`src/rtl/rocc_multi_acc.sv`:
```
// rocc_multi_acc: RoCC accelerator with NUM_ACC accumulators (SET/ADD/READ/LOAD/CLR).
// Define ROCC_ACC_SAT_EN to make ADD/LOAD sums saturate at all-ones instead of wrapping.
module rocc_multi_acc #(
  parameter int xLen             = 64,
  parameter int NUM_ACC          = 4,
  parameter int coreMaxAddrBits  = 40,
  parameter int dcacheReqTagBits = 7,
  parameter int M_SZ             = 5,
  parameter int MEM_TAG          = 0
) (
  input  logic                        clock,
  input  logic                        reset,
  input  logic                        rocc_cmd_valid,
  output logic                        rocc_cmd_ready,
  input  logic [6:0]                  rocc_cmd_bits_inst_funct,
  input  logic [4:0]                  rocc_cmd_bits_inst_rd,
  input  logic                        rocc_cmd_bits_inst_xd,
  input  logic [xLen-1:0]             rocc_cmd_bits_rs1,
  input  logic [xLen-1:0]             rocc_cmd_bits_rs2,
  output logic                        rocc_resp_valid,
  input  logic                        rocc_resp_ready,
  output logic [4:0]                  rocc_resp_bits_rd,
  output logic [xLen-1:0]             rocc_resp_bits_data,
  output logic                        rocc_mem_req_valid,
  input  logic                        rocc_mem_req_ready,
  output logic [coreMaxAddrBits-1:0]  rocc_mem_req_bits_addr,
  output logic [dcacheReqTagBits-1:0] rocc_mem_req_bits_tag,
  output logic [M_SZ-1:0]             rocc_mem_req_bits_cmd,
  output logic [1:0]                  rocc_mem_req_bits_size,
  output logic [xLen-1:0]             rocc_mem_req_bits_data,
  input  logic                        rocc_mem_s2_nack,
  input  logic                        rocc_mem_resp_valid,
  input  logic [dcacheReqTagBits-1:0] rocc_mem_resp_bits_tag,
  input  logic [xLen-1:0]             rocc_mem_resp_bits_data,
  output logic                        rocc_busy,
  output logic                        rocc_interrupt
);
  localparam int IDXW = $clog2(NUM_ACC);
  localparam logic [1:0] IDLE     = 2'd0;
  localparam logic [1:0] MEM_REQ  = 2'd1;
  localparam logic [1:0] MEM_WAIT = 2'd2;
  localparam logic [1:0] RESP     = 2'd3;
  localparam logic [6:0] F_SET  = 7'd0;
  localparam logic [6:0] F_ADD  = 7'd1;
  localparam logic [6:0] F_READ = 7'd2;
  localparam logic [6:0] F_LOAD = 7'd3;
  localparam logic [6:0] F_CLR  = 7'd4;
  localparam logic [dcacheReqTagBits-1:0] TAG_C  = dcacheReqTagBits'(MEM_TAG);
  localparam logic [1:0]                  SIZE_C = 2'($clog2(xLen / 8));

  function automatic logic [xLen-1:0] acc_add(input logic [xLen-1:0] a, input logic [xLen-1:0] b);
`ifdef ROCC_ACC_SAT_EN
    logic [xLen:0] sum;
    sum = {1'b0, a} + {1'b0, b};
    acc_add = sum[xLen] ? {xLen{1'b1}} : sum[xLen-1:0];
`else
    acc_add = a + b;
`endif
  endfunction

  logic [1:0]                 state_q, state_d;
  logic [xLen-1:0]            acc_q [NUM_ACC];
  logic [xLen-1:0]            acc_d [NUM_ACC];
  logic [coreMaxAddrBits-1:0] addr_q, addr_d;
  logic [4:0]                 rd_q, rd_d;
  logic                       xd_q, xd_d;
  logic [IDXW-1:0]            idx_q, idx_d;
  logic [xLen-1:0]            data_q, data_d;
  logic [IDXW-1:0]            cmd_idx_s;
  logic [xLen-1:0]            cmd_result_s;
  logic [xLen-1:0]            load_sum_s;
  logic                       unused_rs2_hi;

  assign cmd_idx_s     = rocc_cmd_bits_rs2[IDXW-1:0];
  assign unused_rs2_hi = ^rocc_cmd_bits_rs2[xLen-1:IDXW];
  assign load_sum_s    = acc_add(acc_q[idx_q], rocc_mem_resp_bits_data);

  // Next-state, accumulator and captured-field logic
  always_comb begin
    state_d      = state_q;
    acc_d        = acc_q;
    addr_d       = addr_q;
    rd_d         = rd_q;
    xd_d         = xd_q;
    idx_d        = idx_q;
    data_d       = data_q;
    cmd_result_s = {xLen{1'b0}};
    case (state_q)
      IDLE: begin
        if (rocc_cmd_valid) begin
          case (rocc_cmd_bits_inst_funct)
            F_SET: begin
              acc_d[cmd_idx_s] = rocc_cmd_bits_rs1;
              cmd_result_s     = rocc_cmd_bits_rs1;
            end
            F_ADD: begin
              cmd_result_s     = acc_add(acc_q[cmd_idx_s], rocc_cmd_bits_rs1);
              acc_d[cmd_idx_s] = cmd_result_s;
            end
            F_READ: cmd_result_s = acc_q[cmd_idx_s];
            F_LOAD: addr_d = rocc_cmd_bits_rs1[coreMaxAddrBits-1:0];
            F_CLR: begin
              for (int k = 0; k < NUM_ACC; k++) begin
                acc_d[k] = {xLen{1'b0}};
              end
            end
            default: cmd_result_s = {xLen{1'b0}};
          endcase
          rd_d  = rocc_cmd_bits_inst_rd;
          xd_d  = rocc_cmd_bits_inst_xd;
          idx_d = cmd_idx_s;
          if (rocc_cmd_bits_inst_funct == F_LOAD) begin
            state_d = MEM_REQ;
          end else if (rocc_cmd_bits_inst_xd) begin
            state_d = RESP;
            data_d  = cmd_result_s;
          end else begin
            state_d = IDLE;
          end
        end else begin
          state_d = IDLE;
        end
      end
      MEM_REQ: begin
        if (rocc_mem_req_ready) begin
          state_d = MEM_WAIT;
        end else begin
          state_d = MEM_REQ;
        end
      end
      MEM_WAIT: begin
        // A nack replays the same address; it wins over a same-cycle response.
        if (rocc_mem_s2_nack) begin
          state_d = MEM_REQ;
        end else if (rocc_mem_resp_valid && (rocc_mem_resp_bits_tag == TAG_C)) begin
          acc_d[idx_q] = load_sum_s;
          data_d       = load_sum_s;
          state_d      = xd_q ? RESP : IDLE;
        end else begin
          state_d = MEM_WAIT;
        end
      end
      RESP: begin
        if (rocc_resp_ready) begin
          state_d = IDLE;
        end else begin
          state_d = RESP;
        end
      end
      default: state_d = IDLE;
    endcase
  end

  // State and datapath registers
  always_ff @(posedge clock or negedge reset) begin
    if (!reset) begin
      state_q <= IDLE;
      for (int k = 0; k < NUM_ACC; k++) begin
        acc_q[k] <= {xLen{1'b0}};
      end
      addr_q <= {coreMaxAddrBits{1'b0}};
      rd_q   <= 5'd0;
      xd_q   <= 1'b0;
      idx_q  <= {IDXW{1'b0}};
      data_q <= {xLen{1'b0}};
    end else begin
      state_q <= state_d;
      acc_q   <= acc_d;
      addr_q  <= addr_d;
      rd_q    <= rd_d;
      xd_q    <= xd_d;
      idx_q   <= idx_d;
      data_q  <= data_d;
    end
  end

  assign rocc_cmd_ready         = (state_q == IDLE);
  assign rocc_busy              = (state_q != IDLE);
  assign rocc_resp_valid        = (state_q == RESP);
  assign rocc_resp_bits_rd      = rd_q;
  assign rocc_resp_bits_data    = data_q;
  assign rocc_mem_req_valid     = (state_q == MEM_REQ);
  assign rocc_mem_req_bits_addr = addr_q;
  assign rocc_mem_req_bits_tag  = TAG_C;
  assign rocc_mem_req_bits_cmd  = {M_SZ{1'b0}};
  assign rocc_mem_req_bits_size = SIZE_C;
  assign rocc_mem_req_bits_data = {xLen{1'b0}};
  assign rocc_interrupt         = 1'b0;
endmodule

```
`config.mk`:
```
export PLATFORM = sky130hd
export DESIGN_NAME = rocc_multi_acc
export DESIGN_NICKNAME = d
export VERILOG_FILES = /design/src/rtl/rocc_multi_acc.sv
export SDC_FILE = /design/constraint.sdc
export NUM_CORES = 2
export LEC_CHECK = 0
export CAP_MARGIN = 25
export CORE_MARGIN = 2
export CORE_UTILIZATION = 34
export CTS_CLUSTER_DIAMETER = 50
export DETAILED_ROUTE_END_ITERATION = 16
export SYNTH_ARGS = -nofsm -noshare
export SYNTH_HDL_FRONTEND = slang
export SYNTH_SLANG_ARGS = --single-unit
```
`constraint.sdc`:
```
create_clock -name clock -period 5.54 [get_ports clock]
set_input_delay 1.108 -clock clock [delete_from_list [all_inputs] [get_ports clock]]
set_output_delay 1.108 -clock clock [all_outputs]
set_load 0.005 [all_outputs]
```
==> results.txt <==
Entering global routing, the biggest net connects about 110 pins. In the layout the commonest cells are sky130_fd_sc_hd__nand2_1, sky130_fd_sc_hd__dfrtp_1, sky130_fd_sc_hd__nor2_1. In this run the number of H-tree levels came out at 2. Among all stages on the critical path, the largest delay is contributed by sky130_fd_sc_hd__dfrtp_4. STA classifies the critical path endpoint as a flop. Headroom to the max-slew limit came out at 0.274. The number of global-route vias before repair is 30152. The clock network fraction of total power came out at 0.150.

The post-detailed-route via-to-cell ratio is 6.28. In this run the worst setup path begins at idx_q[0]. The library cell used most frequently in the layout, excluding fill and tap cells, is sky130_fd_sc_hd__nand2_1. The core box area came out at ~0.09 mm². The required time at the endpoint of the critical path is 6.06 ns. The number of design rule violations left after detail routing came out at 0. The detailed router finished its first iteration with about 4300 violations. After clock tree synthesis, the setup repair step added 0 buffers. The total design power came out at 0.0215 W. The smallest clock period supported by the final layout is computed as 5.07 ns. For this run, the total global-route usage over all layers was measured as 0.296. The kind of cell with the highest combined delay along the critical path is compound AO/OA/AOI/OAI gates. The CTS tree is done. In this run, post-CTS repair resized a total of 0 instances.

Yosys mapped a number of flops with a built-in enable equal to 0. The most used flip-flop cell after synthesis is sky130_fd_sc_hd__dfrtp_1. The switching fraction of total power is 0.483. The die width is 305 µm.

The signal on the critical path passes through mux4_2 > ha_1 > fa_1 > a21o_1 > a221oi_2 > nor4b_1 > nor3_2 > o21ai_2 > o31ai_2 > o21ai_1 > mux2i_1 > nand2_1 > a221oi_1. The startpoint identified for the worst register-to-register timing path is idx_q[0]. The critical path runs through a total of 13 cells. The hold violation count in the final report is 0. The cell total after placement came out at just over 5000. In this run the worst setup path terminates at acc_q[124].

The kind of critical path is reg -> reg. The maximum resistive drop on vdd is 276 µV. The total setup violations reported at the end of the flow came out at 0.

The total number of vias came out at 32197. The full die area is 0.0929 mm². The min-delay analysis places its worst path in the category in -> async. The stage delay of the slowest cell on the critical path is 0.84 ns. The first TritonRoute pass finished after 7 iterations. The final weighted congestion in routability-driven placement is 0.993. The count of antenna-violating nets left after detailed routing is 0. The endpoint identified for the worst register-to-register timing path is acc_q[124]. The total CTS buffers is 47.

The first-pass GRT wire length is about 200000 µm. Compared with the post-synthesis result, the final layout area differs by 22.9%. The routed design has ~140000 µm of wire. Buffers inserted to repair hold after CTS numbered 0. The number of placed I/O pins is around 400. Setup repair after global routing left no endpoint under its margin.

The number of buffers on the longest clock path is 3. The final number of max-transition violations came to 0. The clock network latency to the later pin of the worst-skew pair is 0.63 ns. The power density over cell area is 569 mW/mm². Measured in cells, the most critical reg-to-reg path has a length of 13. The part of the total power dissipated in sequential elements is 0.219. Once routing completed, OpenROAD measured the worst setup slack at 0.470 ns.

The count of fill cells added during filler insertion came out at between 8000 and 9000. The number of standard-cell rows in the floorplan came out at 110. The height of the die came out at 305 µm.

The slack of the worst reg-to-reg path is 0.47 ns. The pin slew with the least headroom to its limit is ~1.1 ns. The clock root buffer master is sky130_fd_sc_hd__clkbuf_16. The number of nets in the layout is 4259. The switching power of the nets came out at about 0.010 W. A synthesized cell averages 8.72 µm². After synthesis the cells add up to 0.0307 mm². The effective utilization at floorplan is 0.342. Of the cells placed in the final design, the portion with a size suffix greater than 1 is 0.166. The placed instances occupy a cell area of roughly 0.036 mm². The HPWL reported at the end of detailed placement is 109000 µm. The total of warnings raised by yosys came out at 0. The leakage power of the design came out at 15.8 nW. The run finished with clean final reports. In this run, synthesis produced a sequential element count of 370.

The finished layout holds around 5000 standard cells, fillers aside. The routed wire length per instance came out at 27.8 µm. The wire length on met2 came out at 60900 µm. The distinct cell type count after synthesis is 111. Along the worst path, the maximum fanout reaches 31. The post-route fraction of the period consumed by the critical path came out at 0.915. The critical path arrival is 5.59 ns.

Routed signal wires occupy layers up through met5. The post-synthesis async set-or-reset flop share is 1.00. Timing analysis after detailed placement gives a worst setup slack of approximately 0.027 ns. The proportion of power drawn by combinational gates is 0.630. The buffers plus inverters on the worst setup path is 0. The total negative slack is 0 ns. The number of buffer cells added on primary ports is 269.

STA classifies the critical path startpoint as a flop. The internal power of the cells is between 0.01 and 0.015 W. With fillers left out, the area of the finished cells amounts to around 0.038 mm².

The cell count after synthesis is around 3500. Wire segments on met3 add up to approximately 19000 µm in the final route. For this design, the sink count on the clock tree is 370. The maximum frequency from static timing analysis came out at roughly 200 MHz.

The number of antenna violations at the first check in global routing was 4. The final setup skew came out at 0.0216 ns. The clock edge transition at the registers on the reported setup and hold paths came out at 0.06 ns.

Global routing finished with a remaining overflow of 0. Max-cap violations in this run came to 0. The portion of the post-synthesis area used by sequential elements is 0.301.

The routed length on met1 came out at approximately 57000 µm.
layer usage:
metal / track usage / up-vias
li1: - / 13977
met1: 0.400 / 15765
met2: 0.437 / 2137
met3: 0.104 / 312
met4: 0.104 / 6
met5: 0 / -
cells in the mapped netlist, drive strengths merged (11+ instances only):
cell type  count  area share
a211oi        16      0.0042
a21o          55       0.013
a21oi        264       0.043
a221o         57       0.019
a221oi        28      0.0082
a22o          40       0.011
a22oi        144       0.035
a31o          11      0.0031
a31oi         59       0.012
and2          15      0.0031
and3          25      0.0051
buf          154       0.032
clkbuf       179       0.023
dfrtp        370        0.30
ha           126       0.051
inv           35      0.0043
mux2          51       0.019
mux2i         34       0.011
mux4         128       0.094
nand2        441       0.054
nand2b        17      0.0035
nand3         75       0.012
nand4         43      0.0087
nor2         331       0.042
nor2b         22      0.0045
nor3          48      0.0083
nor4          12      0.0026
o211ai        27      0.0068
o21a          36      0.0088
o21ai        304       0.050
o21bai        28      0.0068
o221ai        43       0.012
o22ai         24      0.0049
o31ai         21      0.0061
or2           12      0.0024
or3           16      0.0033
xnor2         67       0.019
xor2          39       0.011
layout make-up:
| type | instances | area (µm²) | area share |
|---|---|---|---|
| Antenna cell | 3 | 7.51 | 0.000199 |
| Clock buffer | 60 | 1270 | 0.0338 |
| Clock inverter | 22 | 315 | 0.00835 |
| Inverter | 36 | 135 | 0.00358 |
| Multi-Input combinational cell | 2862 | 20000 | 0.530 |
| Sequential cell | 370 | 9260 | 0.245 |
| Tap cell | 1176 | 1470 | 0.0390 |
| Timing Repair Buffer | 595 | 5290 | 0.140 |
metrics by stage:
stage / util / hold WS, ns
final: 0.420 / 0.450
after global routing: 0.420 / 0.484
after CTS: 0.420 / 0.468
after detailed placement: 0.402 / 0.456
after global placement: 0.402 / 0.452
after floorplan: - / 0.463
how the worst min path moves through the flow:
stage                                 start                      end  slack (ns)
floorplan           rocc_resp_bits_data[10]  rocc_resp_bits_data[10]        0.46
global placement    rocc_resp_bits_data[12]  rocc_resp_bits_data[12]        0.45
detailed placement   rocc_resp_bits_data[2]   rocc_resp_bits_data[2]        0.46
CTS                 rocc_resp_bits_data[13]  rocc_resp_bits_data[13]        0.47
global route         rocc_resp_bits_data[2]   rocc_resp_bits_data[2]        0.48
finish                                reset     rocc_resp_bits_rd[4]        0.45
cell families after synthesis:
logic type,Yosys count,share of synthesized area
AOI/OAI and AO/OA,1252,0.275
and+or+nand+nor,1084,0.157
DFF,370,0.301
buffers and inverters,370,0.0600
muxes,213,0.123
adders and majority gates,128,0.0526
xor gates and xnor gates,106,0.0304
other,2,0.000244
power by group through the flow:
stage                     Combinational (W)  Sequential [W]  Clock [W]
after global routing                 0.0143         0.00484    0.00336
after detailed placement             0.0130         0.00471          0
after CTS                            0.0131         0.00467    0.00325
after floorplan                     0.00788         0.00435          0
after global placement               0.0130         0.00467          0
final                                0.0136         0.00471    0.00323
sequential cells by signal, summed over array words and instances, names as in the netlist:
name	cells
acc_q	256
rocc_resp_bits_data	64
rocc_mem_req_bits_addr	40
rocc_resp_bits_rd	5
idx_q	2
state_q	2
xd_q	1
Power figures use the tool's default switching activity.
